--- src/rtl/memory_arbiter.sv ---
// Single-port RAM arbiter: serialises instruction fetches and data accesses (data first),
// with a sticky access watchdog. Define IFETCH_BUF_EN for a one-entry instruction buffer.
module memory_arbiter #(
  parameter int unsigned WORD_W  = 32,
  parameter int unsigned TIMEOUT = 64
) (
  input  logic              CLK,
  input  logic              nRST,
  input  logic              imemREN,
  input  logic [WORD_W-1:0] imemaddr,
  input  logic              dmemREN,
  input  logic              dmemWEN,
  input  logic [WORD_W-1:0] dmemaddr,
  input  logic [WORD_W-1:0] dmemstore,
  output logic              ihit,
  output logic [WORD_W-1:0] imemload,
  output logic              dhit,
  output logic [WORD_W-1:0] dmemload,
  output logic              ramREN,
  output logic              ramWEN,
  output logic [WORD_W-1:0] ramaddr,
  output logic [WORD_W-1:0] ramstore,
  input  logic [WORD_W-1:0] ramload,
  input  logic              ram_ready,
  output logic              timeout_err
);

  localparam int unsigned CntW = $clog2(TIMEOUT + 1);
  localparam logic [CntW-1:0] WdLast = CntW'(TIMEOUT - 1);
  localparam logic [CntW-1:0] WdMax  = CntW'(TIMEOUT);

  typedef enum logic [1:0] {StIdle, StDacc, StIacc} state_e;

  state_e            state_q;
  logic              ren_q, wen_q, err_q;
  logic [WORD_W-1:0] addr_q, store_q;
  logic [CntW-1:0]   wd_cnt_q;
  logic              dreq, buf_hit, abort;

  assign dreq  = dmemREN | dmemWEN;
  assign abort = (state_q == StDacc) ? ~dreq : ~imemREN;

`ifdef IFETCH_BUF_EN
  logic              buf_valid_q;
  logic [WORD_W-1:0] buf_tag_q, buf_data_q;

  assign buf_hit = (state_q == StIdle) && imemREN && !dreq && buf_valid_q &&
                   (buf_tag_q == imemaddr);

  always_ff @(posedge CLK or negedge nRST) begin
    if (!nRST) begin
      buf_valid_q <= 1'b0;
      buf_tag_q   <= '0;
      buf_data_q  <= '0;
    end else if (state_q == StIacc && ram_ready) begin
      buf_valid_q <= 1'b1;
      buf_tag_q   <= addr_q;
      buf_data_q  <= ramload;
    end else if (state_q == StDacc && ram_ready && wen_q && addr_q == buf_tag_q) begin
      buf_valid_q <= 1'b0;
    end
  end
`else
  assign buf_hit = 1'b0;
`endif

  // Hits and load data are combinational so they land in the ram_ready cycle.
  always_comb begin
    ihit     = ((state_q == StIacc) && ram_ready) || buf_hit;
    dhit     = (state_q == StDacc) && ram_ready;
    imemload = '0;
    dmemload = '0;
    if (state_q == StIacc && ram_ready) begin
      imemload = ramload;
    end
`ifdef IFETCH_BUF_EN
    else if (buf_hit) begin
      imemload = buf_data_q;
    end
`endif
    if (dhit && !wen_q) begin
      dmemload = ramload;
    end
  end

  always_ff @(posedge CLK or negedge nRST) begin
    if (!nRST) begin
      state_q  <= StIdle;
      ren_q    <= 1'b0;
      wen_q    <= 1'b0;
      addr_q   <= '0;
      store_q  <= '0;
      wd_cnt_q <= '0;
      err_q    <= 1'b0;
    end else begin
      unique case (state_q)
        StIdle: begin
          wd_cnt_q <= '0;
          if (dreq) begin
            state_q <= StDacc;
            ren_q   <= dmemREN & ~dmemWEN;
            wen_q   <= dmemWEN;
            addr_q  <= dmemaddr;
            store_q <= dmemstore;
          end else if (imemREN && !buf_hit) begin
            state_q <= StIacc;
            ren_q   <= 1'b1;
            wen_q   <= 1'b0;
            addr_q  <= imemaddr;
            store_q <= '0;
          end
        end
        StDacc, StIacc: begin
          // Watchdog only flags; the access keeps running.
          if (!ram_ready) begin
            if (wd_cnt_q == WdLast) err_q <= 1'b1;
            if (wd_cnt_q != WdMax) wd_cnt_q <= wd_cnt_q + 1'b1;
          end
          if (ram_ready || abort) begin
            state_q  <= StIdle;
            ren_q    <= 1'b0;
            wen_q    <= 1'b0;
            addr_q   <= '0;
            store_q  <= '0;
            wd_cnt_q <= '0;
          end
        end
        default: state_q <= StIdle;
      endcase
    end
  end

  assign ramREN      = ren_q;
  assign ramWEN      = wen_q;
  assign ramaddr     = addr_q;
  assign ramstore    = store_q;
  assign timeout_err = err_q;

endmodule

--- config.mk ---
export PLATFORM = sky130hd
export DESIGN_NAME = memory_arbiter
export DESIGN_NICKNAME = d
export VERILOG_FILES = /design/src/rtl/memory_arbiter.sv
export SDC_FILE = /design/constraint.sdc
export NUM_CORES = 1
export LEC_CHECK = 0
export BUFFER_PORTS_ARGS = -buffer_cell sky130_fd_sc_hd__buf_2
export CORE_AREA = 2 2 103 105
export DETAILED_ROUTE_END_ITERATION = 8
export DIE_AREA = 0 0 105 107
export GPL_TIMING_DRIVEN = 0
export PLACE_DENSITY = 0.79
export SYNTH_ARGS = -nofsm -noshare
export SYNTH_HDL_FRONTEND = slang
export SYNTH_SLANG_ARGS = --single-unit
--- constraint.sdc ---
create_clock -name CLK -period 4.1 [get_ports CLK]
set_input_delay 0.41 -clock CLK [delete_from_list [all_inputs] [get_ports CLK]]
set_output_delay 0.41 -clock CLK [all_outputs]
set_load 0.05 [all_outputs]
After elaboration in Yosys (flattened, before gate mapping) --
Index checks and enable logic that the tools add are counted.
Cells by class: add/sub/neg operators 1, equality and inequality tests 8, muxes and demuxes 25, bitwise operators 6, reductions and logical operators 12
Operator list (number):
- $mux 32 | 7
- $pmux 32 s2 | 2
- $mux 7 | 3
- $pmux 7 s2 | 1
- $ne 3x3->1 const B | 3
- $reduce_and 3->1 | 3
- $add 7x1->7 const B | 1
- $eq 7x6->1 const B | 1
- $ne 7x7->1 const B | 1
- $mux 1 | 6
- $mux 2 | 3
- $not 1->1 | 4
- $pmux 1 s2 | 2
- $pmux 2 s2 | 1
- $logic_and 1x1->1 | 3
- $eq 2x1->1 const B | 1
- $eq 2x2->1 const B | 1
- $logic_not 2->1 | 1
- $ne 2x2->1 const B | 1
- $reduce_and 2->1 | 1
- $reduce_bool 2->1 | 1
- $reduce_or 2->1 | 1
- $and 1x1->1 | 1
- $logic_not 1->1 | 1
- 2 further kinds | 2
Word-level totals: bits in registers 76, input bits 134, output and inout port bits 133, word-level logic and storage cells 59

Depth between registers and ports, before layout --
Gate-level depths: netlist of the first run.
word-level depth 6, gate-level depth with buffers 10, mapped depth without buffers 6

Worst setup path before layout of the first run --
OpenSTA, ideal clock, no wires.
path kind register -> output, start point register state_q[1], end point output dmemload[10], data arrival time 2.040 ns, required time 3.690 ns, path slack 1.650 ns, stages on the path, launching flop included 7, path buffers 1, cells stage by stage dfrtp_1 -> inv_1 -> ha_1 -> and2_1 -> nor2b_1 -> clkbuf_1 -> and2_1
On the way: longest elaborated chain between the ends 4
RTL lines:
- start: declaration | RTL line 34 | state_e state_q;
- start signal: assignment | RTL line 88 | state_q <= StIdle;
- start signal: assignment | RTL line 100 | state_q <= StDacc;
- start signal: assignment | RTL line 106 | state_q <= StIacc;
- $eq 2x1->1 | RTL line 70 | dhit = (state_q == StDacc) && ram_ready;
- $logic_and 1x1->1 | RTL line 70
- net dhit | RTL line 17 | output logic dhit,
- $logic_and 1x1->1 | RTL line 81 | if (dhit && !wen_q) begin
- $mux 32 | RTL line 81
- end: declaration | RTL line 18 | output logic [WORD_W-1:0] dmemload,
The timed path passes the listed nets, and every way through them passes these cells.

Final worst setup path of the first run --
start point register state_q[1], end point output dmemload[4]
On the way: longest elaborated chain between the ends 4
RTL lines (RTL line):
- $eq 2x1->1 | 70
- $logic_and 1x1->1 | 70
- $logic_and 1x1->1 | 81
- $mux 32 | 81
No other way between the ends.

==> results of run 1 <==
[power by group]
part | switching [mW] | internal, mW
Combinational | 2.01 | 0.679
Sequential | 0.142 | 1.01
Clock | 0.275 | 0.232
Total | 2.42 | 1.92
[worst paths after layout]
check                                   startpoint                      end  slack (ns)  cells after the start
max                         state_q[1]$_DFFE_PN0P_              dmemload[4]        1.37                      7
min                                   dmemstore[7]  ramstore[7]$_DFFE_PN0P_        0.28                      3
max reg2reg                 state_q[0]$_DFFE_PN0P_  wd_cnt_q[3]$_DFFE_PN0P_        1.59                      8
min reg2reg                timeout_err$_DFFE_PN0P_  timeout_err$_DFFE_PN0P_        0.47                      2
max in group asynchronous                     nRST       ramWEN$_DFFE_PN0P_        2.98                      3
min in group asynchronous                     nRST   ramaddr[8]$_DFFE_PN0P_        0.54                      2
[kinds of logic after synthesis]
group	Yosys count	share of synthesized area, %
AND/OR/NAND/NOR	199	24.5
adder cells (fa/ha/maj)	6	1.85
buffers and inverters	45	5.41
multiplexers	33	8.16
AO/OA/AOI/OAI	84	13.1
flip-flops	76	47.0
[routing by layer]
metal,track usage [%],part of all wire [%],up-vias
li1,-,-,2079
met1,26.0,38,2004
met2,43.0,52,192
met3,4.86,6.5,31
met4,11.7,3.1,0
met5,0,0,-
[flip-flops by register name, indices dropped and copies added, names as in the netlist]
signal	cells
state_q	2
ramWEN	1
timeout_err	1
ramaddr	32
ramREN	1
ramstore	32
wd_cnt_q	7
[synth_stat cells, drive strengths merged (2+ instances only)]
master and count:
and2 34, a21oi 6, nand2b 5, ha 6, mux2i 33, o31ai 34, nor4 2, nand4b 2
inv 9, nor2 5, dfrtp 76, clkbuf 19, and3 34, buf 17, nand2 104, o21ai 38
nand3 7
[final cells by class]
type | count | area share (%)
sequential | 76 | 33.0
timing repair buffer | 268 | 23.7
antenna | 3 | 0.130
clock buffer | 11 | 2.46
tap | 136 | 2.96
multi-input combinational | 322 | 33.5
clock inverter | 5 | 0.478
inverter | 9 | 0.587
buffer | 36 | 3.22
[worst register-to-register path, delay by kind of cell (launching register included)]
family / cells / cell delay, ns
and+or+nand+nor: 3 / 1.16
DFF: 1 / 0.40
buffers and inverters: 3 / 0.41
adders and majority gates: 1 / 0.29
muxes: 1 / 0.19
[timing repair]
item                                   4_1_cts  5_1_grt
endpoints found under the hold margin       24        0
hold buffers                                 1        0
setup buffers                                0        0
==> out/metrics.yaml, run 1 <==
core_area_sq_um: 10100
power.density_nw_per_um2: 754
fillers: 923
io_pins: 267
crit_chain: "inv_1 -> ha_1 -> and2_1 -> nor2b_1 -> clkbuf_1 -> and2_1 -> buf_2"
fmax_mhz: 366
clockBufferDepth: 2
fin_cells: 866
min_path_type: "primary input to flip-flop"
die_x_microns: 105
syn_to_final_growth_pct: 42.3
synth.area.top_cells: "dfrtp_1 (47%), nand2_1 (9.6%), mux2i_1 (8.2%), o31ai_1 (6.3%), and2_1 (5.3%)"
rows: 37
cp-end-kind: "primary output"
drc: 0
worstPathArrival_ns: 2.32
startpoint_type: "flip-flop"
yosys.area.top_type_share_pct: 47.0
ant_nets: 0
dp_hpwl_mm: 10.6
max_stage_delay_ns: 0.41
track_usage_pct: 23.6
cts_buffers: 9
mostFrequentLayoutCells: "buf_2 (272), nand2_1 (104), dfrtp_1 (76)"
yosysUniqueCellTypes: 34
final_common_cell: "buf_2"
vias_per_cell: 4.97
synth_area_sq_um: 4050
clk_pin_slew_worst_paths_ns: 0.08
synth_top_area_cell: "dfrtp_1"
path_max_fanout: 10
path_class: "flip-flop to primary output"
post-place-cells: 846
cts_tree: "built"
routabilityCongestion: 0.972
syn_inst: 443
via_count: 4306
critPathSlowestCell: "dfrtp_1"
htree_levels: 3
synth-edff-count: 0
overflow: 0
synthArstFlopShare_pct: 100
clock_sinks: 76
num-nets-final: 862
synth-main-ff-cell: "dfrtp_1"
clk-insertion-delay-late_ns: 0.36
drt_iter0_drc: 192
final_area_sq_um: 5760
drv_slew: 0
leakagePower_nw: 3.23
pre_cts_ws_ns: 1.56
holdWs_ns: 0.277
synth_seq_cells: 76
tns_ns: 0
cts_root_buf: "clkbuf_8"
power_mw: 4.34
dpl_cell_area_sq_um: 5570
drive_above_1_share_pct: 41.7
die-area_sq_um: 11200
period_needed_ns: 2.73
path_common_cell: "and2_1"
die_h_microns: 107
synth-seq-area-share_pct: 47.0
cts_resized: 0
portBuffers: 266
avgRoutedWirePerCell_microns: 15.3
final_util_pct: 57.1
seqCellArea_sq_um: 1900
multi_input_area_sq_um: 1930
rsz0062_at_grt: "false"
skew_ns: 0.00691
finalHoldViolations: 0
period_share_pct: 66.6
routed_wl_mm: 13.2
grt_max_degree: 44
syn-num-nets: 583
fin_ws_ns: 1.37
yosysWarnings: 0
max-vdd-ir-drop_uv: 440
outcome: "complete, no violations"
critPathTopFamily: "buffers and inverters"
grt_pass1_vias: 4206
grt_pass1_wl_mm: 20.9
finalSetupViolCount: 0
start_util_pct: 40.1
path_buf_inv: 3
worst_slew_pin_slew_ns: 1.15
crit_required_ns: 3.69
antenna_found_initial: 3
syn_area_per_cell_sq_um: 9.14
slew_headroom_pct: 22.4
drv_cap: 0
drtPass1Iterations: 4
Power figures use the tool's default switching activity.
==> run 2: changes to the inputs <==
--- a/config.mk
+++ b/config.mk
@@ -6,9 +6,9 @@
 export NUM_CORES = 1
 export LEC_CHECK = 0
 export BUFFER_PORTS_ARGS = -buffer_cell sky130_fd_sc_hd__buf_2
-export CORE_AREA = 2 2 103 105
+export CORE_MARGIN = 1.5
+export CORE_UTILIZATION = 38
 export DETAILED_ROUTE_END_ITERATION = 8
-export DIE_AREA = 0 0 105 107
 export GPL_TIMING_DRIVEN = 0
 export PLACE_DENSITY = 0.79
 export SYNTH_ARGS = -nofsm -noshare
==> constraint.sdc (replaced) <==
create_clock -name CLK -period 2.2 [get_ports CLK]
set_input_delay 0.22 -clock CLK [delete_from_list [all_inputs] [get_ports CLK]]
set_output_delay 0.22 -clock CLK [all_outputs]
set_load 0.05 [all_outputs]
==> run 2 against run 1 <==
Net effect: final cell count grew 0.58%; power grew 100%; combinational power grew 100%; final area grew 6.6%; clock-buffer cell count is the same; clock skew shrank 0.0023 ns; highest routed layer unchanged.
==> out/metrics.yaml, run 2 (synthesized netlist as in run 1, its figures left out) <==
io_pins: 267  # unchanged
switching_share_pct: 52.2  # was 55.8%
mostFrequentLayoutCells: "buf_2 (238), nand2_1 (104), dfrtp_1 (76), and3_1 (34), o31ai_1 (34)"  # was buf_2 (272), nand2_1 (104), dfrtp_1 (76)
antenna_found_initial: 2  # was 3
core_area_sq_um: 10300  # was 10100 sq um
outcome: "complete, no violations"  # unchanged
drc: 0  # unchanged
power.density_nw_per_um2: 1440  # was 754 nW/um^2
cts_tree: "built"  # unchanged
track_usage_pct: 23.4  # was 23.6%
drtPass1Iterations: 4  # unchanged
final_common_cell: "buf_2"  # unchanged
pre_cts_ws_ns: -0.391  # was 1.56 ns
syn_to_final_growth_pct: 51.6  # was 42.3%
ant_nets: 0  # unchanged
drt_iter0_drc: 221  # was 192
path_max_fanout: 10  # unchanged
cp-end-kind: "primary output"  # unchanged
period_share_pct: 96.3
clock_sinks: 76  # unchanged
leakagePower_nw: 3.37  # was 3.23 nW
clockBufferDepth: 2  # unchanged
worstPathArrival_ns: 1.90  # was 2.32 ns
startpoint_type: "flip-flop"  # unchanged
drv_slew: 0  # unchanged
rows: 37  # unchanged
dp_hpwl_mm: 10.4  # was 10.6 mm
avgRoutedWirePerCell_microns: 15.5  # was 15.3 microns
cts_buffers: 9  # unchanged
internal_power_mw: 4.21  # was 1.92 mW
slew_headroom_pct: 54.6  # was 22.4%
worst_slew_pin_slew_ns: 0.680  # was 1.15 ns
power_mw: 8.81  # was 4.34 mW
tns_ns: 0  # unchanged
routed_wl_mm: 13.5  # was 13.2 mm
grt_pass1_vias: 4277  # was 4206
die-area_sq_um: 11300  # was 11200 sq um
crit_required_ns: 1.98  # was 3.69 ns
start_util_pct: 39.2  # was 40.1%
via_count: 4340  # was 4306
max-vdd-ir-drop_uv: 760  # was 440 uV
fmax_mhz: 472
num-nets-final: 868  # was 862
period_needed_ns: 2.12
die_h_microns: 106  # was 107 microns
portBuffers: 266  # unchanged
fin_ws_ns: 0.0813  # was 1.37 ns
min_path_type: "primary input to flip-flop"  # unchanged
vias_per_cell: 4.98  # was 4.97
clk_pin_slew_worst_paths_ns: 0.07  # was 0.08 ns
routabilityCongestion: 0.935  # was 0.972
fillers: 934  # was 923
p_clk_share_pct: 14.2  # was 11.7%
htree_levels: 3  # unchanged
path_class: "flip-flop to primary output"  # unchanged
clk-insertion-delay-late_ns: 0.34  # was 0.36 ns
grt_max_degree: 69  # was 44
cts_root_buf: "clkbuf_8"  # unchanged
finalHoldViolations: 0  # unchanged
switchingPower_mw: 4.59  # was 2.42 mW
r2r_slack_ns: 0.13  # was 1.59 ns
die_x_microns: 106  # was 105 microns
holdWs_ns: 0.110  # was 0.277 ns
skew_ns: 0.00457  # was 0.00691 ns
finalSetupViolCount: 0  # unchanged
drv_cap: 0  # unchanged
power.share.sequential_pct: 24.4  # was 26.5%
drive_above_1_share_pct: 48.0  # was 41.7%
grt_pass1_wl_mm: 20.8  # was 20.9 mm
pwr-share-comb_pct: 61.5  # was 61.8%
overflow: 0  # unchanged
-- run 2: cell types whose count changed in the layout (fill, tap and decap cells not counted), sizes merged --
cell	change
buf	+6
bufinv	+3
clkinv	-2
clkinvlp	-1
diode	-1
-- run 2: layer usage --
metal	part of all wire, %	global-route usage [%]	routed length, microns
met1	38	25.1	5070
met2	54	44.1	7320
met3	6.4	4.90	862
met4	1.9	9.46	259
met5	0	0	0
-- run 2: cell type report --
type	count	area [sq um]	area share [%]
Clock inverter	5	100	1.63
Inverter	9	33.8	0.551
Tap cell	136	170	2.77
Sequential cell	76	1900	31.0
Clock buffer	11	131	2.14
Multi-Input combinational cell	322	2000	32.6
Timing Repair Buffer	274	1570	25.6
Antenna cell	2	5.00	0.0816
Buffer	36	225	3.67
-- run 2: critical path: stages (launching register included) --
cell     delay (ns)
dfrtp_1        0.42
inv_2          0.08
ha_2           0.20
and2_1         0.15
nor2b_4        0.19
buf_4          0.18
and2_2         0.15
buf_4          0.19
-- run 2: worst paths after layout --
kind                                   startpoint                       end  cells after the start
min in group asynchronous                    nRST  ramstore[14]$_DFFE_PN0P_                      2
min                                  dmemstore[2]   ramstore[2]$_DFFE_PN0P_                      3
max reg2reg                state_q[0]$_DFFE_PN0P_    ramaddr[7]$_DFFE_PN0P_                      9
max in group asynchronous                    nRST   ramaddr[29]$_DFFE_PN0P_                      3
min reg2reg                ramaddr[1]$_DFFE_PN0P_    ramaddr[1]$_DFFE_PN0P_                      2
max                        state_q[1]$_DFFE_PN0P_              dmemload[14]                      7
-- run 2: timing repair --
item / in CTS / in global routing
buffers inserted: 1 / 4
endpoints found under the setup margin: 103 / 120
gates resized for setup: 42 / 47
endpoints found under the hold margin: 35 / 0
hold buffers: 1 / 0
pin swaps: 1 / 1
gates cloned: 0 / 1
-- run 2: stage by stage --
step	instance area, sq um	utilization, %	cells
finish	6140	59.4	871
global route	6140	59.4	871
CTS	5980	57.9	864
detailed placement	5620	54.4	846
global placement	5590	54.1	845
floorplan	4090	-	443
-- run 2: power groups by stage --
| stage | sequential, mW | combinational (mW) | clock, mW |
|---|---|---|---|
| after global routing | 2.19 | 5.77 | 1.33 |
| final | 2.15 | 5.41 | 1.25 |
| after CTS | 2.15 | 5.19 | 1.28 |
| after global placement | 2.13 | 4.95 | 0 |
| after floorplan | 3.66 | 2.25 | 0 |
| after detailed placement | 2.16 | 5.06 | 0 |
==> run 3: changes to the inputs <==
==> config.mk (replaced) <==
export PLATFORM = sky130hd
export DESIGN_NAME = memory_arbiter
export DESIGN_NICKNAME = d
export VERILOG_FILES = /design/src/rtl/memory_arbiter.sv
export SDC_FILE = /design/constraint.sdc
export NUM_CORES = 1
export LEC_CHECK = 0
export CORE_AREA = 2 2 103 105
export DETAILED_ROUTE_END_ITERATION = 8
export DIE_AREA = 0 0 105 107
export DONT_BUFFER_PORTS = 1
export GPL_TIMING_DRIVEN = 0
export PLACE_DENSITY = 0.58
export SYNTH_ARGS = -nofsm -noshare
export SYNTH_HDL_FRONTEND = slang
export SYNTH_SLANG_ARGS = --single-unit
==> run 3 against run 2 <==
Net effect: via count shrank 20%; critical path depth shrank 1; utilization shrank 8.6 points; first-iteration DRC count grew 11%; clock-buffer cell count shrank 1; final area shrank 16%; clock power shrank 9.6%; register-to-register slack lost 0.04 ns; sequential power grew 75%; global-route usage shrank 3.4 points; non-clock buffer count shrank 236; critical path type unchanged; critical endpoint is now dmemload[16]; highest routed layer unchanged.
==> out/metrics.yaml, run 3 (synthesized netlist as in run 1, its figures left out) <==
outcome: "complete, no violations"  # unchanged
drt_iter0_drc: 245  # was 221
routabilityCongestion: 0.777  # was 0.935
clk_pin_slew_worst_paths_ns: 0.09  # was 0.07 ns
portBuffers: 0  # was 266
startpoint_type: "flip-flop"  # unchanged
crit_required_ns: 1.98  # about the same
avgRoutedWirePerCell_microns: 18.4  # was 15.5 microns
drtPass1Iterations: 5  # was 4
cts_buffers: 9  # unchanged
drv_slew: 0  # unchanged
overflow: 0  # unchanged
worstPathArrival_ns: 1.93  # was 1.90 ns
num-nets-final: 632  # was 868
track_usage_pct: 19.9  # was 23.4%
cp-end-kind: "primary output"  # unchanged
die_x_microns: 105  # was 106 microns
ant_nets: 0  # unchanged
r2r.worst_path.cells: 10  # was 9
final_util_pct: 50.8  # was 59.4%
min_path_type: "primary input to flip-flop"  # unchanged
finalHoldViolations: 0  # unchanged
drive_above_1_share_pct: 26.0  # was 48.0%
leakagePower_nw: 2.31  # was 3.37 nW
period_share_pct: 97.8  # was 96.3%
worst_slew_pin_slew_ns: 0.706  # was 0.680 ns
htree_levels: 3  # unchanged
drc: 0  # unchanged
power.density_nw_per_um2: 1620  # was 1440 nW/um^2
hold_depth: 2  # was 3
power_mw: 8.28  # was 8.81 mW
cts_tree: "built"  # unchanged
path_class: "flip-flop to primary output"  # unchanged
via_count: 3464  # was 4340
multi_input_area_sq_um: 2150  # was 2000 sq um
rows: 37  # unchanged
vias_per_cell: 5.47  # was 4.98
routed_wl_mm: 11.6  # was 13.5 mm
n_antenna_cell: 0  # was 2
clockBufferDepth: 2  # unchanged
grt_max_degree: 77  # was 69
grt_pass1_vias: 3395  # was 4277
die_h_microns: 107  # was 106 microns
dp_hpwl_mm: 8.50  # was 10.4 mm
finalSetupViolCount: 0  # unchanged
core_area_sq_um: 10100  # was 10300 sq um
fmax_mhz: 465  # was 472 MHz
post-place-cells: 579  # was 846
final_common_cell: "nand2_1"  # was buf_2
antenna_found_initial: 0  # was 2
start_util_pct: 40.1  # was 39.2%
fin_cells: 633  # was 871
clk-insertion-delay-late_ns: 0.35  # was 0.34 ns
seqCellArea_sq_um: 1900  # about the same
cts_root_buf: "clkbuf_8"  # unchanged
grt_pass1_wl_mm: 17.7  # was 20.8 mm
max-vdd-ir-drop_uv: 698  # was 760 uV
clock_sinks: 76  # unchanged
holdWs_ns: 0.00825  # was 0.110 ns
mostFrequentLayoutCells: "nand2_1 (104), dfrtp_1 (75), mux2i_1 (33), and2_4 (31), dlygate4sd3_1 (30)"  # was buf_2 (238), nand2_1 (104), dfrtp_1 (76), and3_1 (34), o31ai_1 (34)
syn_to_final_growth_pct: 26.6  # was 51.6%
rsz0062_at_grt: "true"
slew_headroom_pct: 52.9  # was 54.6%
fillers: 955  # was 934
die-area_sq_um: 11200  # was 11300 sq um
skew_ns: 0.00911  # was 0.00457 ns
drv_cap: 0  # unchanged
path_max_fanout: 10  # unchanged
io_pins: 267  # unchanged
period_needed_ns: 2.15  # was 2.12 ns
-- run 3: changes by cell type in the layout (fill, tap and decap cells not counted), sizes merged --
cell	before	now
buf	290	25
dlygate4sd3	1	30
inv	9	12
bufinv	3	1
diode	2	0
clkbuf	30	29
-- run 3: final cells by class --
type / instances / area share (%)
clock inverters: 6 / 1.37
multi-input cells: 322 / 41.9
inverters: 9 / 0.659
flip-flops and latches: 76 / 37.1
plain buffers: 36 / 5.42
repair buffers: 38 / 7.57
well taps: 136 / 3.32
clock buffers: 10 / 2.68
-- run 3: final timing paths --
kind,start,to,slack (ns)
worst max-delay path,state_q[1]$_DFFE_PN0P_,dmemload[16],0.05
worst min-delay path,dmemstore[6],ramstore[6]$_DFFE_PN0P_,0.008
worst max register to register,state_q[0]$_DFFE_PN0P_,ramaddr[19]$_DFFE_PN0P_,0.09
worst min register to register,wd_cnt_q[6]$_DFFE_PN0P_,timeout_err$_DFFE_PN0P_,0.54
max in group asynchronous,nRST,state_q[0]$_DFFE_PN0P_,1.47
min in group asynchronous,nRST,ramaddr[15]$_DFFE_PN0P_,0.42
-- run 3: through the flow --
| step | setup TNS (ns) | cell area [sq um] | setup WS [ns] |
|---|---|---|---|
| CTS | -0.00365 | 4970 | -0.00365 |
| floorplan | 0 | 4090 | 0.0670 |
| global placement | -28.55 | 4260 | -0.372 |
| detailed placement | -33.94 | 4260 | -0.401 |
| global route | -1.65 | 5130 | -0.0433 |
| finish | 0 | 5130 | 0.0480 |
-- run 3: layer usage --
layer / global-route usage (%) / up-vias / part of all wire (%) / routed length (microns)
li1: - / 1611 / - / -
met1: 22.2 / 1653 / 38 / 4380
met2: 35.3 / 169 / 51 / 5980
met3: 5.41 / 31 / 6.9 / 807
met4: 9.52 / 0 / 4.1 / 476
met5: 0 / - / 0 / 0
-- run 3: what timing repair did --
item                                    CTS  global route
hold buffers                             29             2
pin swaps                                 7            22
gates resized for setup                  83            47
endpoints found under the setup margin  129           123
endpoints found under the hold margin   104             2
buffers inserted                          5             2
gates cloned                              1             0
-- run 3: critical path, stage by stage (launching register included) --
cell	delay [ns]
dfrtp_1	0.39
inv_2	0.10
ha_4	0.14
and2_4	0.24
nor2b_4	0.26
buf_4	0.20
and2_4	0.25
-- run 3: power by group --
group          leakage (nW)  switching, mW  internal, mW
logic                  1.21           2.09          1.28
clock network         0.108          0.562         0.568
registers             0.990           1.92          1.85
total                  2.31           4.58          3.71
